### src/rtl/ex_mem_stage.sv
// EX stage with EX/MEM pipeline register: single-cycle ALU ops plus a
// 32-step shift-add MULTU that stalls the front of the pipe and fills HI/LO.
module ex_mem_stage (
   input  logic        clk,
   input  logic        rst_n,
   input  logic [1:0]  WB_in,
   input  logic [1:0]  M_in,
   input  logic [4:0]  EX_in,
   input  logic [31:0] RTdata_in,
   input  logic [31:0] srcl_in,
   input  logic [4:0]  shamt_in,
   input  logic [31:0] se_in,
   input  logic [4:0]  R_add_in,
   input  logic [4:0]  I_add_in,
   output logic        stall,
   output logic [1:0]  WB_out,
   output logic [1:0]  M_out,
   output logic [31:0] ALU_out,
   output logic [31:0] RTdata_out,
   output logic [4:0]  W_add_out,
   output logic [31:0] HI_out,
   output logic [31:0] LO_out
);

   // state | meaning
   // IDLE  | single-cycle ops retire; MULTU is accepted and operands latched
   // MUL   | one shift-add step per cycle, 32 steps, pipe stalled
   // DONE  | MULTU retires as a bubble, stall released
   typedef enum logic [1:0] {IDLE, MUL, DONE} state_t;

   localparam logic [2:0] OP_MULTU = 3'b110;

   state_t      state, state_nxt;
   logic        reg_dst, alu_src;
   logic [2:0]  alu_op;
   logic [31:0] b_op, alu_res;
   logic [4:0]  dest;
   logic        load, start, step;
   logic [63:0] mcand, acc, acc_sum;
   logic [31:0] mplier, hi, lo;
   logic [4:0]  cnt;

   assign reg_dst = EX_in[4];
   assign alu_src = EX_in[3];
   assign alu_op  = EX_in[2:0];
   assign b_op    = alu_src ? se_in : RTdata_in;
   assign dest    = reg_dst ? R_add_in : I_add_in;
   assign acc_sum = acc + (mplier[0] ? mcand : 64'd0);
   assign HI_out  = hi;
   assign LO_out  = lo;

   always_comb begin
      alu_res = 32'd0;
      case (alu_op)
         3'b000: alu_res = srcl_in + b_op;
         3'b001: alu_res = srcl_in - b_op;
         3'b010: alu_res = srcl_in & b_op;
         3'b011: alu_res = srcl_in | b_op;
         3'b100: alu_res = {31'd0, $signed(srcl_in) < $signed(b_op)};
         3'b101: alu_res = b_op << shamt_in;
         3'b111: alu_res = lo;
         default: alu_res = 32'd0;
      endcase
   end

   always_ff @(posedge clk or negedge rst_n) begin
      if (!rst_n) state <= IDLE;
      else        state <= state_nxt;
   end

   always_comb begin
      state_nxt = state;
      stall     = 1'b0;
      load      = 1'b0;
      start     = 1'b0;
      step      = 1'b0;
      case (state)
         IDLE: begin
            if (alu_op == OP_MULTU) begin
               stall     = 1'b1;
               start     = 1'b1;
               state_nxt = MUL;
            end else begin
               load = 1'b1;
            end
         end
         MUL: begin
            stall = 1'b1;
            step  = 1'b1;
            if (cnt == 5'd31) state_nxt = DONE;
         end
         DONE:    state_nxt = IDLE;
         default: state_nxt = IDLE;
      endcase
   end

   always_ff @(posedge clk or negedge rst_n) begin
      if (!rst_n) begin
         mcand  <= 64'd0;
         mplier <= 32'd0;
         acc    <= 64'd0;
         cnt    <= 5'd0;
         hi     <= 32'd0;
         lo     <= 32'd0;
      end else if (start) begin
         mcand  <= {32'd0, srcl_in};
         mplier <= b_op;
         acc    <= 64'd0;
         cnt    <= 5'd0;
      end else if (step) begin
         acc    <= acc_sum;
         mcand  <= mcand << 1;
         mplier <= mplier >> 1;
         cnt    <= cnt + 5'd1;
         if (cnt == 5'd31) begin
            hi <= acc_sum[63:32];
            lo <= acc_sum[31:0];
         end
      end
   end

   // Every cycle a MULTU occupies writes a bubble into EX/MEM.
   always_ff @(posedge clk or negedge rst_n) begin
      if (!rst_n) begin
         WB_out     <= 2'd0;
         M_out      <= 2'd0;
         ALU_out    <= 32'd0;
         RTdata_out <= 32'd0;
         W_add_out  <= 5'd0;
      end else if (load) begin
         WB_out     <= WB_in;
         M_out      <= M_in;
         ALU_out    <= alu_res;
         RTdata_out <= RTdata_in;
         W_add_out  <= dest;
      end else begin
         WB_out     <= 2'd0;
         M_out      <= 2'd0;
         ALU_out    <= 32'd0;
         RTdata_out <= 32'd0;
         W_add_out  <= 5'd0;
      end
   end

endmodule

### config.mk
export PLATFORM = sky130hd
export DESIGN_NAME = ex_mem_stage
export DESIGN_NICKNAME = d
export VERILOG_FILES = /design/src/rtl/ex_mem_stage.sv
export SDC_FILE = /design/constraint.sdc
export NUM_CORES = 1
export LEC_CHECK = 0
export ABC_AREA = 1
export CAP_MARGIN = 20
export CORE_MARGIN = 5
export CORE_UTILIZATION = 53
export DETAILED_ROUTE_END_ITERATION = 16
export PLACE_DENSITY = 0.78
export REMOVE_ABC_BUFFERS = 1
export SLEW_MARGIN = 30
export SYNTH_ARGS = -nofsm -noshare
export SYNTH_HDL_FRONTEND = slang
export SYNTH_SLANG_ARGS = --single-unit
### constraint.sdc
create_clock -name clk -period 2.9 [get_ports clk]
set_input_delay 0.435 -clock clk [delete_from_list [all_inputs] [get_ports clk]]
set_output_delay 0.435 -clock clk [all_outputs]
set_load 0.005 [all_outputs]
# Word-level counts from Yosys, hierarchy flattened
# Index checks and enable logic that the tools add are counted.
# totals
reg_bits	304
latch_bits	0
ramBits	0
mem_bits_ro	0
out_inout_bits	138
mem_count	0
# op_classes
n_addsub	4
multipliers	0
n_div	0
order_cmp	1
n_eq_ne	11
n_shift	1
muxes	26
n_bitwise	3
reduce_logical	5
# op_table
op	n
64-bit two-way mux	5
32-bit case mux with 7 select lines	1
32-bit two-way mux	5
64-bit adder	1
32-bit adder	1
32-bit bitwise AND	1
32-bit less-than comparator	1
32-bit bitwise OR	1
32-bit by 5-bit left shift with 32-bit output	1
32-bit subtractor	1
5-bit two-way mux	4
3-bit == test (second input constant)	4
2-bit two-way mux	4
3-bit by 2-bit == test with 1-bit output (second input constant)	2
5-bit by 1-bit adder with 5-bit output (second input constant)	1
5-bit == test (second input constant)	1
1-bit two-way mux	5
2-bit inequality test (second input constant)	2
2-bit case mux with 2 select lines	1
3-bit by 1-bit == test with 1-bit output (second input constant)	1
3-bit logical NOT	1
3-bit AND reduction	1
2-bit by 1-bit == test with 1-bit output (second input constant)	1
2-bit logical NOT	1
4 further kinds	4

# Logic depth before layout (Yosys ltp)
# Gate-level depths: netlist (run 1).
# logic_depth
word_depth	5
depth_mapped	22
ltp_nobuf	20

# Worst setup path before layout (run 1)
# Ideal clock, no wire load.
# synth_timing
path_type	reg-to-reg
from	register mplier[0]
to	register hi[2], in the netlist HI_out[2]
setup_time_ns	0.066
arrival_ns	2.690
setup_slack_ns	0.145
stages_incl_launch_ff	22
path_buffers	2
cell_sequence	dfrtp_1 > clkbuf_1 > clkbuf_1 > nand2_1 > inv_1 > ha_1 > inv_1 > fa_1 > inv_1 > nand3_1 > nand2_1 > nand2_1 > nand2_1 > nand2_1 > nand2_1 > nand2_1 > nand2_1 > nand2_1 > nand2_1 > xor2_1 > nand2_1 > nand2_1
# synth_between
elab_chain_len	2
# synth_rtl
element	line_no	rtl
from (decl)	40	logic [31:0] mplier, hi, lo;
from (signal assigned)	107	mplier <= b_op;
from (signal assigned)	113	mplier <= mplier >> 1;
64-bit two-way mux	48	assign acc_sum = acc + (mplier[0] ? mcand : 64'd0);
64-bit adder	48	
to (signal assigned)	116	hi <= acc_sum[63:32];
to (decl)	40	
# Every way passes these cells.
# A chain may end at the register's enable or synchronous reset.

# Final worst setup path (run 1)
# layout_timing
from	register mplier[0]
to	register acc[29]
# layout_between
elab_chain_len	4
# layout_rtl
element	line_no	rtl
64-bit two-way mux	48	
64-bit adder	48	
64-bit two-way mux	110	end else if (step) begin
64-bit two-way mux	105	end else if (start) begin
to (signal assigned)	111	acc <= acc_sum;
to (decl)	39	logic [63:0] mcand, acc, acc_sum;
# Every way passes these cells. The select of a mux whose other input is x is not followed.

==> results by stage, run 1 <==
STA:
- The number of pins with negative max-slew slack in the final report is 0.
- Dividing the final minimum period by the clock period gives 0.9691.
- The clock arrives with roughly 0.023 ns of skew.
- Setup violations remaining at the end of the flow were counted as 0.
- At the pin with the least slew margin, the transition time is ~0.78 ns.
- Hold timing on the final database bottoms out at a slack of 0.3871 ns.
- Derived from the worst setup path, the maximum achievable clock frequency is about 360 MHz.
- The shortest clock period the worst path allows after layout is between 2 and 3 ns.
- Headroom to the max-slew limit came out at 0.4815.
- The hold violation count in the final report was 0.
- The accumulated negative setup slack is 0 ns.

Route:
- After detailed routing, the average wire length per cell comes to between 20 and 25 um.
- The count of TritonRoute iterations in the first routing pass is 6.
- The routed design has about 110 mm of wire.
- The antenna violation net count after detailed routing is 0.
- For this block, the initial DRC count from the detailed router was roughly 3800.
- After detailed routing, the number of remaining DRC violations is 0.
- The total via count in the routed design is ~30000.
- The via density per instance is 5.718.

Worst setup path:
- For the worst setup path, the data arrival time is 3.23 ns.
- The depth of the worst register-to-register path is 13.
- The top fanout value on the critical path is 39.
- The worst setup path is captured at a register.
- The worst setup path is of the reg2reg kind.
- STA classifies the critical path startpoint as a register.
- The beginning of the worst register-to-register path is mplier[0]$_DFFE_PN0N_.
- In this run the register-to-register setup slack is between 0.08 and 0.09 ns.
- The data required time of the critical path is 3.32 ns.
- The endpoint of the worst-slack reg-to-reg timing path is acc[29]$_DFFE_PN0N_.

GRT:
- The largest net degree at the start of global routing is 116.
- The via count of the first global-routing pass was approximately 28000.
- The total overflow left after global routing is 0.
- The number of antenna violations at the first check in global routing is 3.
- In the global route stage, overall resource usage came out at 0.4071.
- The first global-routing pass estimated ~170 mm of wire.

Finish:
- The synthesis-to-finish area growth is 32.17%.
- The leading cell type in the layout, fill and taps excluded is sky130_fd_sc_hd__nand2_1.
- In the final layout, flip-flops and latches occupy approximately 7600 um^2.
- Of the cells placed in the final design, the portion with a size suffix greater than 1 is 0.1375.
- 0 antenna diodes ended up in the layout.
- The final instance area is approximately 33000 um^2.
- In the final layout, the multi-input gates occupy ~15000 um^2.
- Leaving out fill and tap cells, the most frequent cells in the layout are sky130_fd_sc_hd__nand2_1, sky130_fd_sc_hd__inv_1, sky130_fd_sc_hd__buf_4, sky130_fd_sc_hd__nand3_1, sky130_fd_sc_hd__nor2_1.
- The final standard cell count with taps included and fillers excluded is 5277.
- The total of fill cells in the finished design is about 4100.
- The number of nets in the finished design is about 5000.

Worst hold path:
- The hold path endpoint is WB_out[0]$_DFF_PN0_.
- The start point of the worst hold path is WB_in[0].
- The min-delay analysis places its worst path in the category in2reg.
- The hold-critical path depth is 3.

Clock tree:
- The number of sinks handled by clock tree synthesis is around 300.
- The number of buffers created by CTS is 36.
- TritonCTS built the clock tree.
- In this run the deepest clock path goes through 3 buffers.
- After clock tree synthesis, the clock-pin slew on the worst setup and hold paths is 0.06 ns.
- The latest clock arrival within the worst-skew pair is approximately 0.58 ns.
- The deepest level of the CTS H-tree is 2.
- The root buffer selected by CTS is sky130_fd_sc_hd__clkbuf_16.

Placed design:
- The count of buffers added on input and output ports is around 260.
- The number of cells after detailed placement is 5209.
- The post-place instance area is 31830 um^2.
- The post-detailed-placement half-perimeter wirelength is 87.72 mm.
- The final RePlAce weighted congestion is around 1.0.

Floorplan:
- The die extent in x is roughly 230 um.
- In this run the vertical extent of the chip is between 200 and 250 um.
- For this configuration, the core starts out at a cell density of 0.5314.
- 260 I/O pins were placed.
- The die footprint is between 50000 and 60000 um^2.
- Row generation in the floorplan step produced 80 rows.
- The area inside the core boundary is around 47000 um^2.

Synth:
- For this run, the number of Yosys warnings is 0.
- The synthesized netlist contains 41 unique library cells.
- The post-synthesis average cell area is 6.314 um^2.
- The cell area after technology mapping is ~25000 um^2.
- Counting every instance in the synthesized netlist gives 3993.
- For this run, the register share of the synthesized area comes to 0.3017.
- The synthesized design contains ~300 register bits.

Power:
- Summed over all cells, the static leakage comes to approximately 0.018 uW.
- VDD sags by at most approximately 820 uV.
- Dividing total power by cell area gives a power density of 652.6 nW/um^2.

Job:
- The tool flagged a number of max-cap violations equal to 0.

Status:
- The flow ran to the end, and the final reports show no timing, DRC or antenna violations.
## repair_timing
action                                  4_1_cts  5_1_grt
hold buffers                                  1        0
gates resized for setup                       7       89
hold endpoints to repair                     62        0
pin swaps                                     0        4
setup buffers                                 0        4
gates cloned                                  0        1
endpoints found under the setup margin       10      109
## cell type report
cell class,count,share of cell area
well taps,615,0.02309
repair inverters,1,0.0002253
clock inverters,16,0.006684
clock buffers,46,0.02816
multi-input cells,2908,0.4472
flip-flops and latches,304,0.2283
repair buffers,738,0.1932
inverters,649,0.07318
## worst max-delay path, cell delays in order (launching register included)
cell and delay, ns:
sky130_fd_sc_hd__dfrtp_2 0.45, sky130_fd_sc_hd__buf_12 0.18, sky130_fd_sc_hd__nand2_1 0.09, sky130_fd_sc_hd__inv_1 0.04
sky130_fd_sc_hd__ha_1 0.32, sky130_fd_sc_hd__a21oi_1 0.27, sky130_fd_sc_hd__o21ai_0 0.23, sky130_fd_sc_hd__inv_1 0.09
sky130_fd_sc_hd__nand2_1 0.09, sky130_fd_sc_hd__a21oi_1 0.18, sky130_fd_sc_hd__nand2_1 0.11, sky130_fd_sc_hd__buf_4 0.18
sky130_fd_sc_hd__xnor2_1 0.25, sky130_fd_sc_hd__o21ai_0 0.13
## report_power, final
group	switching (uW)	leakage [uW]	total, uW	internal (uW)
registers	1230	0.00389	6960	5730
logic	5870	0.0137	10100	4210
clock network	2030	0.000562	4710	2680
total	9130	0.0181	21700	12600
## kinds of logic (layout without fill, tap and decap cells)
kind of cell	count (synthesis)	in the layout	share of synthesized area
buffers and inverters	781	1450	0.1190
AND/OR/NAND/NOR	2168	2168	0.3537
AO/OA/AOI/OAI	513	513	0.1172
XOR/XNOR	35	35	0.01216
flip-flops	304	304	0.3017
adder cells (fa/ha/maj)	192	192	0.09618
## routing by layer
layer	share of wire	vias up	global-route usage
li1	-	13960	-
met1	0.42	13960	0.5913
met2	0.41	1951	0.5847
met3	0.13	304	0.1079
met4	0.044	4	0.1473
met5	0.00016	-	0
## through the flow
stage               worst slack [ns]  total power, uW  utilization
floorplan                     -3.404            11660            -
global placement             -0.5349            16270       0.6710
detailed placement           -0.5900            16570       0.6710
CTS                         0.008909            21390       0.6962
global route                -0.05940            22960       0.7023
finish                       0.08950            21750       0.7023
## worst max-delay path by stage
stage	startpoint	to	slack [ns]
after floorplan	EX_in[0]	stall	-3.40
after CTS	mplier[0]$_DFFE_PN0N_	LO_out[30]$_DFFE_PN0P_	0.009
after global placement	EX_in[3]	ALU_out[25]$_DFF_PN0_	-0.53
after detailed placement	EX_in[3]	ALU_out[17]$_DFF_PN0_	-0.59
after global routing	mplier[0]$_DFFE_PN0N_	LO_out[27]$_DFFE_PN0P_	-0.06
final	mplier[0]$_DFFE_PN0N_	acc[29]$_DFFE_PN0N_	0.09
## registers in the layout, summed over array words and instances (netlist names), 5 cells and up
| signal | cells |
|---|---|
| HI_out | 32 |
| ALU_out | 32 |
| mplier | 32 |
| cnt | 5 |
| mcand | 64 |
| LO_out | 32 |
| acc | 64 |
| W_add_out | 5 |
| RTdata_out | 32 |
## cells in the mapped netlist (all sizes together)
master  number  area share
a21boi       2     0.00060
o21ai      181       0.036
nand4       28      0.0069
o221ai      17      0.0059
xor2        10      0.0035
and3         1     0.00025
o21bai      12      0.0036
o21a         3     0.00089
dfrtp      304        0.30
nand3b      15      0.0045
a22o         4      0.0014
nor2       345       0.052
inv        646       0.096
a41oi        6      0.0021
o22ai       44       0.011
buf         57       0.011
nor3        32      0.0069
a311oi       2     0.00069
and2         7      0.0017
or2          8      0.0020
a22oi       49       0.015
fa           3      0.0024
nand2     1297        0.19
ha         189       0.094
xnor2       25      0.0087
a211oi       1     0.00030
a31oi        2     0.00050
a21oi      176       0.035
nand3      435       0.086
clkinv       3     0.00045
a221oi      14      0.0049
clkbuf      75       0.011
(Power assumes the default switching activity.)
==> run 2: changes to the inputs <==
CORE_UTILIZATION = 47   (was 53)
PLACE_DENSITY = 0.71   (was 0.78)
==> run 2 against run 1 <==
Net effect:
- the flow now finishes with violations (setup timing)
- worst setup slack got worse by 0.11 ns
- clock skew fell by 0.0057 ns
- via count fell by 3.5%
- clock-buffer cell count rose by 8
- sequential power fell by 0.6%
- die area rose by 12%
- first-iteration DRC count fell by 16%
- maximum frequency fell by 3.8%
- final cell count rose by 1.7%
- global-route usage fell by 4.5 points
- critical path depth rose by 3
- critical path type unchanged
- highest routed layer unchanged
- worst hold slack got worse by 0.019 ns
==> results by stage, run 2 (same netlist as run 1, synthesis figures left out) <==
Floorplan:
- The initial cell density of the core is 0.4769.
- The area inside the core boundary is about 53000 um^2.
- The die height is 241.6 um.
- During I/O placement, the number of pins put on the boundary was 260.
- The die extent in x is 241.6 um.
- The initialized floorplan defines 84 standard-cell rows.
- The floorplan step defined a die boundary enclosing between 50000 and 60000 um^2.

Worst setup path:
- Walking the worst path, the cells encountered are buf_12 > buf_12 > nand2_1 > inv_1 > ha_1 > a21oi_1 > o21ai_2 > nand2_1 > nand2_1 > inv_1 > nand2_1 > nand2_1 > nand2_2 > buf_4 > xnor2_1 > o21ai_0.
- The dominant delay contributor by cell family on the critical path is simple AND/OR/NAND/NOR gates.
- The critical setup path kind is reg2reg.
- The worst register-to-register path has a setup slack of -0.02 ns.
- The launching element type of the critical path is a register.
- The beginning of the worst register-to-register path is mplier[0]$_DFFE_PN0N_.
- The sort of element at the end of the critical path is a register.
- The top fanout value on the critical path is 31.
- The slowest library cell on the worst path is sky130_fd_sc_hd__dfrtp_2.
- Counting both buffers and inverters, the worst setup path holds a total of 5.
- The endpoint identified for the worst register-to-register timing path is acc[29]$_DFFE_PN0N_.
- The data required time of the critical path is roughly 3.3 ns.
- The arrival time at the worst endpoint is ~3.3 ns.
- Measured in cells, the most critical reg-to-reg path has a length of 16.
- The largest single stage delay on the critical path is 0.42 ns.
- By instance count, the cell type seen most on the critical path is sky130_fd_sc_hd__nand2_1.

GRT:
- The via count of the first global-routing pass is about 27000.
- Entering global routing, the biggest net connects 116 pins.
- The first-pass GRT wire length is 166.0 mm.
- Global routing finished with a remaining overflow of 0.
- The number of antenna violations at the first check in global routing was 1.
- Across every metal layer, demand over resource in global routing totals 0.3622.

STA:
- At the pin with the least slew margin, the transition time is approximately 1.0 ns.
- The number of pins with negative max-slew slack in the final report came to 0.
- The shortest clock period the worst path allows after layout is 2.921 ns.
- The final worst clock skew is between 0.015 and 0.02 ns.
- The worst-case setup margin in the final layout is -0.02088 ns.
- The hold violation count in the final report came to 0.
- Setup repair after global routing could not meet its margin everywhere.
- The final hold slack is 0.3682 ns.
- The relative max-transition margin is 0.3335.
- For this run, the top clock speed supported by timing is about 340 MHz.
- The part of the cycle the worst path needs is 1.007.
- Setup violations remaining at the end of the flow were counted as 1.

Finish:
- The synthesis-to-finish area growth is 34.29%.
- The final layout contains between 4000 and 5000 nets.
- In the final layout, the share of cells above drive strength 1 is 0.1503.
- The library cells used most frequently in the layout, excluding fill and tap cells, are sky130_fd_sc_hd__nand2_1, sky130_fd_sc_hd__inv_1, sky130_fd_sc_hd__buf_4, sky130_fd_sc_hd__nand3_1.
- Measured on the finished design, the core utilization comes to 0.6404.
- The leading cell type in the layout, fill and taps excluded is sky130_fd_sc_hd__nand2_1.
- In the final layout, the registers with the most flip-flops are acc (64), mcand (64).
- The layout has 5044 filler cells.

Clock tree:
- The tree built by TritonCTS fans out to between 300 and 400 sinks.
- The tree is rooted in a sky130_fd_sc_hd__clkbuf_16.
- TritonCTS built the clock tree.
- CTS built an H-tree with a depth of 2.
- Clock-pin slew was measured on the worst setup and hold paths at about 0.060 ns.
- The latest clock arrival within the worst-skew pair is slightly below 0.6 ns.
- The number of buffers created by CTS is 38.
- No sink is reached through more buffers than the 3 on the longest clock path.

Route:
- Summed over all layers, the routed wires come to ~110 mm.
- The via density per instance is approximately 5.4.
- For this run, design rule violations remaining after detail routing come to 0.
- The first-iteration detailed-routing DRC count is between 3000 and 4000.
- The total via count in the routed design is 29110.
- The antenna violation net count after detailed routing is 0.
- The detailed-route wire length per cell is around 21 um.
- The count of TritonRoute iterations in the first routing pass is 6.

Placed design:
- At the end of routability-driven placement, the weighted congestion stood at around 1.0.
- During placement, the flow inserted port buffers numbering approximately 260.
- The post-detailed-placement half-perimeter wirelength is between 80 and 90 mm.
- Before CTS, the worst setup slack after placement is -0.7940 ns.

Power:
- The power density normalized to cell area is ~660 nW/um^2.
- The power consumption is between 20000 and 25000 uW.
- For this design the static power due to leakage is ~0.018 uW.
- Across the VDD grid, the largest voltage drop is approximately 870 uV.

Worst hold path:
- The worst min-delay path class is in2async.

Job:
- Max-cap violations in this run came to 0.

Status:
- The final reports fail on setup timing.
- The flow ran to the end, but the final reports show violations.
[run 2: worst max-delay path by stage]
stage	start	end	slack [ns]	cells after the start
2_1_floorplan	EX_in[0]	stall	-3.40	5
3_3_place_gp	EX_in[3]	ALU_out[18]$_DFF_PN0_	-0.86	17
3_5_place_dp	EX_in[3]	ALU_out[18]$_DFF_PN0_	-0.79	17
4_1_cts	EX_in[3]	ALU_out[23]$_DFF_PN0_	0.001	21
5_1_grt	mplier[0]$_DFFE_PN0N_	acc[62]$_DFFE_PN0N_	-0.08	18
6_report	mplier[0]$_DFFE_PN0N_	acc[29]$_DFFE_PN0N_	-0.02	16
[run 2: layer usage]
layer	global-route usage	up-vias	share of wire
met4	0.1010	2	0.031
met2	0.5183	1444	0.41
met1	0.5403	13520	0.45
met3	0.09455	178	0.12
li1	-	13970	-
met5	0	-	0.000063
[run 2: power breakdown]
group / switching [uW] / total (uW) / internal [uW]
logic: 5870 / 10200 / 4320
registers: 1180 / 6920 / 5730
clock network: 2070 / 5110 / 3040
[run 2: cell type report]
type	instances	area (um^2)	share of cell area
multi-input combinational	2908	15100	0.4459
sequential	304	7609	0.2247
timing repair buffer	746	6546	0.1933
inverter	649	2436	0.07195
clock buffer	54	1072	0.03167
tap	688	860.8	0.02542
clock inverter	15	234.0	0.006911
antenna	1	2.502	0.00007391
[run 2: what timing repair did]
item                       4_1_cts  5_1_grt
gates cloned                     0        0
resized for setup               24      137
setup buffers                    0        1
hold buffers                     1        0
hold endpoints to repair        36        0
setup endpoints to repair       36      119
pin swaps                        0        2
[run 2: metrics by stage]
| step | area, um^2 | TNS [ns] | std cells |
|---|---|---|---|
| after floorplan | 24650 | -583.92 | 3861 |
| after global placement | 32060 | -17.97 | 5293 |
| after detailed placement | 32060 | -18.15 | 5293 |
| after CTS | 33440 | 0 | 5363 |
| after global routing | 33860 | -1.062 | 5364 |
| final | 33860 | -0.02088 | 5365 |
